===== src/rtl/cam_capture.sv =====
// Camera byte capture: sync to VSYNC, gate HREF bytes of enabled frames; 2-cycle pin-to-output latency, no backpressure.
// Define CAM_LINE_CHECK_EN to add line-length/line-count checking reported on frame_err.
module cam_capture #(
   parameter int H_BYTES = 640,
   parameter int V_LINES = 240
) (
   input  logic       clk,
   input  logic       reset,
   input  logic       vsync,
   input  logic       href,
   input  logic [7:0] d,
   input  logic       capture_en,
   output logic [7:0] cam_data,
   output logic       pix_valid,
   output logic       frame_done,
   output logic [7:0] frame_cnt,
   output logic       frame_err,
   output logic [1:0] FSM_state
);

   typedef enum logic [1:0] {SYNC = 2'd0, WAIT = 2'd1, ACTIVE = 2'd2, DONE = 2'd3} state_t;

   state_t     state_q, state_d;
   logic       vs1_q, vs1_d, hr1_q, hr1_d, vs_prev_q, vs_prev_d;
   logic [7:0] d1_q, d1_d;
   logic [7:0] cam_data_q, cam_data_d;
   logic       pix_valid_q, pix_valid_d;
   logic       frame_done_q, frame_done_d;
   logic [7:0] frame_cnt_q, frame_cnt_d;
   logic       vs_rise, vs_fall;

   assign vs_rise = vs1_q & ~vs_prev_q;
   assign vs_fall = ~vs1_q & vs_prev_q;

   always_comb begin
      vs1_d        = vsync;
      hr1_d        = href;
      d1_d         = d;
      vs_prev_d    = vs1_q;
      state_d      = state_q;
      cam_data_d   = cam_data_q;
      pix_valid_d  = 1'b0;
      frame_done_d = 1'b0;
      frame_cnt_d  = frame_cnt_q;
      case (state_q)
         SYNC:   if (vs1_q) state_d = WAIT;
         WAIT:   if (vs_fall && capture_en) state_d = ACTIVE;
         ACTIVE: begin
            // A byte arriving with the vsync edge is dropped so frame_done never overlaps pix_valid.
            if (vs_rise) begin
               state_d      = DONE;
               frame_done_d = 1'b1;
               frame_cnt_d  = frame_cnt_q + 8'd1;
            end else if (hr1_q) begin
               pix_valid_d = 1'b1;
               cam_data_d  = d1_q;
            end
         end
         DONE:    state_d = WAIT;
         default: state_d = SYNC;
      endcase
   end

   always_ff @(posedge clk or negedge reset) begin
      if (!reset) begin
         state_q      <= SYNC;
         vs1_q        <= 1'b0;
         hr1_q        <= 1'b0;
         d1_q         <= 8'd0;
         vs_prev_q    <= 1'b0;
         cam_data_q   <= 8'd0;
         pix_valid_q  <= 1'b0;
         frame_done_q <= 1'b0;
         frame_cnt_q  <= 8'd0;
      end else begin
         state_q      <= state_d;
         vs1_q        <= vs1_d;
         hr1_q        <= hr1_d;
         d1_q         <= d1_d;
         vs_prev_q    <= vs_prev_d;
         cam_data_q   <= cam_data_d;
         pix_valid_q  <= pix_valid_d;
         frame_done_q <= frame_done_d;
         frame_cnt_q  <= frame_cnt_d;
      end
   end

`ifdef CAM_LINE_CHECK_EN
   localparam logic [10:0] H_CNT = 11'(H_BYTES);
   localparam logic [8:0]  V_CNT = 9'(V_LINES);

   logic        hr_prev_q, hr_prev_d;
   logic [10:0] byte_cnt_q, byte_cnt_d;
   logic [8:0]  line_cnt_q, line_cnt_d;
   logic        line_bad_q, line_bad_d;
   logic        frame_err_q, frame_err_d;
   logic        line_end, frame_bad;

   always_comb begin
      line_end    = hr_prev_q & ~hr1_q;
      hr_prev_d   = hr1_q;
      byte_cnt_d  = byte_cnt_q;
      line_cnt_d  = line_cnt_q;
      line_bad_d  = line_bad_q;
      frame_err_d = frame_err_q;
      if (state_q == ACTIVE) begin
         if (hr1_q) byte_cnt_d = byte_cnt_q + 11'd1;
         if (line_end) begin
            byte_cnt_d = 11'd0;
            line_cnt_d = line_cnt_q + 9'd1;
            if (byte_cnt_q != H_CNT) line_bad_d = 1'b1;
         end
      end else if (state_q == DONE) begin
         byte_cnt_d = 11'd0;
         line_cnt_d = 9'd0;
         line_bad_d = 1'b0;
      end
      // A nonzero byte count at the vsync edge means the last line was cut short.
      frame_bad = line_bad_d | (byte_cnt_d != 11'd0) | (line_cnt_d != V_CNT);
      if (state_q == ACTIVE && vs_rise) frame_err_d = frame_bad;
   end

   always_ff @(posedge clk or negedge reset) begin
      if (!reset) begin
         hr_prev_q   <= 1'b0;
         byte_cnt_q  <= 11'd0;
         line_cnt_q  <= 9'd0;
         line_bad_q  <= 1'b0;
         frame_err_q <= 1'b0;
      end else begin
         hr_prev_q   <= hr_prev_d;
         byte_cnt_q  <= byte_cnt_d;
         line_cnt_q  <= line_cnt_d;
         line_bad_q  <= line_bad_d;
         frame_err_q <= frame_err_d;
      end
   end

   assign frame_err = frame_err_q;
`else
   assign frame_err = 1'b0;
`endif

   assign cam_data   = cam_data_q;
   assign pix_valid  = pix_valid_q;
   assign frame_done = frame_done_q;
   assign frame_cnt  = frame_cnt_q;
   assign FSM_state  = state_q;

endmodule


===== config.mk =====
export PLATFORM = sky130hd
export DESIGN_NAME = cam_capture
export DESIGN_NICKNAME = d
export VERILOG_FILES = /design/src/rtl/cam_capture.sv
export SDC_FILE = /design/constraint.sdc
export NUM_CORES = 1
export LEC_CHECK = 0
export ABC_AREA = 1
export BUFFER_PORTS_ARGS = -buffer_cell sky130_fd_sc_hd__buf_2
export CORE_AREA = 2 2 58 60
export DETAILED_ROUTE_END_ITERATION = 8
export DIE_AREA = 0 0 60 62
export PLACE_DENSITY = 0.68
export RECOVER_POWER = 50
export REMOVE_ABC_BUFFERS = 1
export SYNTH_ARGS = -nofsm -noshare
export SYNTH_HDL_FRONTEND = slang
export SYNTH_SLANG_ARGS = --single-unit

===== constraint.sdc =====
create_clock -name clk -period 2.2 [get_ports clk]
set_clock_uncertainty 0.05 [all_clocks]
set_input_delay 0.11 -clock clk [delete_from_list [all_inputs] [get_ports clk]]
set_output_delay 0.11 -clock clk [all_outputs]
set_load 0.05 [all_outputs]

==> results_dict.tcl <==
set metrics [dict create \
    max_freq_mhz 687 \
    place_area_um2 1400 \
    crit_arrival_ps 1620 \
    synth_cell_types 16 \
    htreeDepth 2 \
    synthesis.area_um2 1190 \
    clock_power_share_pct 19.8 \
    via_count 892 \
    yosys.area.top_type "dfrtp_1" \
    path_clk_slew_ps 90 \
    dr.pass1.iters 4 \
    yosysWarnings 0 \
    ir_drop_mv 0.440 \
    p_sw_mw 0.924 \
    use_met1_pct 15.4 \
    use_met3_pct 4.55 \
    cap_violations 0 \
    ant_nets 0 \
    wl_per_cell_um 11.3 \
    ys_seq_area_share_pct 65.1 \
    start_util_pct 37.5 \
    finalHoldViolCount 0 \
    fin_crit_ps 1460 \
    crit_required_ps 2360 \
    clock_sinks 31 \
    grt_pass1_vias 857 \
    synthFlopType "dfrtp_1" \
    switching_share_pct 44.7 \
    fin_crit_sh_pct 66.2 \
    cts_resized 0 \
    fin_tns_setup_ps 0 \
    status "finished clean" \
    top_usage_layer "met2" \
    pwr-share-seq_pct 38.4 \
    cts_buffer_depth 2 \
    drive_gt1_share_pct 26.5 \
    diodes 0 \
    crit_type "flip-flop to flip-flop" \
    place_congestion 0.739 \
    worstSkewPairLatency_ps 310 \
    rsz0062_at_grt "false" \
    rows 21 \
    layout_common_cells "nand2_1 (44), buf_2 (32), dfrtp_1 (31)" \
    die-area_um2 3720 \
    dieHeight_um 62 \
    fillers 287 \
    core_um2 3180 \
    final-max-slew-violation-count 0 \
    grt_use_met2_pct 23.3 \
    async_flop_share_pct 100 \
    synth_area_per_cell_um2 10.5 \
    via_per_inst 4.29 \
    grt_usage_pct 13.8 \
    relSlewSlack_pct 55.5 \
    p_int_mw 1.15 \
    drtIter0Drc 20 \
    synth-seq-cells 31 \
    p_leak_nw 0.872 \
    nets 179 \
    critPathLaunchType "flip-flop" \
    grt_max_degree 32 \
    pin_count 34 \
    drc 0 \
    synth_edf_count 0 \
    cts_buffers 5 \
    final_common_cell "nand2_1" \
    port_buffers 32 \
    hold_ws_ps 173 \
    root_buffer "clkbuf_4" \
    worst_slew_pin_slew_ps 667 \
    crit_path_end_kind "flip-flop" \
    synthToLayoutAreaGrowth_pct 32.9 \
    overflow 0 \
    antenna_found_initial 0 \
    grt_pass1_wl_mm 3.62 \
    cts_tree "built" \
    hp-class "input pin to flip-flop" \
    netlist_instances 113 \
    final_area_um2 1580 \
    finalSetupViolCount 0 \
    p_per_area_nw_per_um2 1310 \
    netlist.area_leader.share_pct 65.1 \
    die_w_um 60 \
    crit_fanout 5 \
    dpl.hpwl_mm 1.66 \
    routed_wl_mm 2.36 \
    pwr-share-comb_pct 41.8 \
    synthTopCellsByArea "dfrtp_1 (65%), nand2_1 (14%), ha_1 (4.2%)" \
]
==> state kept, by name, indices dropped and copies added (netlist names) <==
| signal | flops |
|---|---|
| vs1_q | 1 |
| pix_valid | 1 |
| d1_q | 8 |
| frame_cnt | 8 |
| hr1_q | 1 |
| FSM_state | 2 |
| cam_data | 8 |
| frame_done | 1 |
| vs_prev_q | 1 |
==> synth_stat cells, types with 2 or more instances <==
cell type,instances
nand2_1,44
dfrtp_1,31
inv_1,11
nand3_1,7
ha_1,4
nand4_1,4
xnor2_1,2
xor2_1,2
==> metal layers <==
layer | vias up | share of wire (%)
li1 | 446 | -
met2 | 24 | 52
met4 | 0 | 1.6
met3 | 4 | 5.1
met5 | - | 0
met1 | 418 | 42
==> path summary, 6_finish.rpt <==
path	from	end	slack (ps)	depth (start not counted)
worst max register to register	FSM_state[0]	frame_cnt[6]	740	7
max in group asynchronous	reset	frame_cnt[6]	1350	2
worst min register to register	d1_q[2]	cam_data[2]	400	2
min in group asynchronous	reset	d1_q[0]	310	2
worst min-delay path	capture_en	FSM_state[1]	170	5
worst max-delay path	FSM_state[0]	frame_cnt[6]	740	7
==> power groups by stage <==
stage / Clock, mW / Sequential [mW] / Combinational [mW]
3_5_place_dp: 0 / 0.808 / 0.852
6_report: 0.410 / 0.796 / 0.865
4_1_cts: 0.418 / 0.797 / 0.869
5_1_grt: 0.446 / 0.811 / 0.931
3_3_place_gp: 0 / 0.800 / 0.825
2_1_floorplan: 0 / 1.20 / 0.237
==> cells by family (layout without fill, tap and decap cells) <==
kind of cell | Yosys count | after routing | synth area share, %
xor+xnor | 4 | 4 | 2.94
other cells | 1 | 1 | 0.315
simple gates | 60 | 60 | 23.0
fa+ha+maj | 4 | 4 | 4.20
buf+inv | 13 | 62 | 4.41
flops | 31 | 31 | 65.1
==> per-stage QoR <==
stage                     std cells  utilization [%]  total power, mW  setup WS [ps]
after floorplan                 112                -             1.44            602
after global placement          190             44.1             1.63            836
after detailed placement        190             44.1             1.66            754
after CTS                       208             49.8             2.08            742
after global routing            208             49.8             2.19            656
final                           208             49.8             2.07            744
==> layout make-up <==
class	count	area, um^2	area share, %
Timing Repair Buffer	43	270	17.1
Inverter	12	45.0	2.85
Sequential cell	31	776	49.0
Clock buffer	6	41.3	2.61
Clock inverter	1	30.0	1.90
Multi-Input combinational cell	69	363	22.9
Tap cell	46	57.6	3.64
==> what timing repair did <==
| item | 4_1_cts | 5_1_grt |
|---|---|---|
| hold buffers | 11 | 0 |
| buffers inserted | 0 | 0 |
| endpoints found under the hold margin | 41 | 0 |
==> critical path, stage by stage, from the launching register on <==
cell and delay, ps:
dfrtp_1 420, inv_1 100, ha_1 260, nand3_4 140, nor2_2 180, nand3_1 90, nand2_1 70, inv_1 40
(Power assumes the default switching activity.)
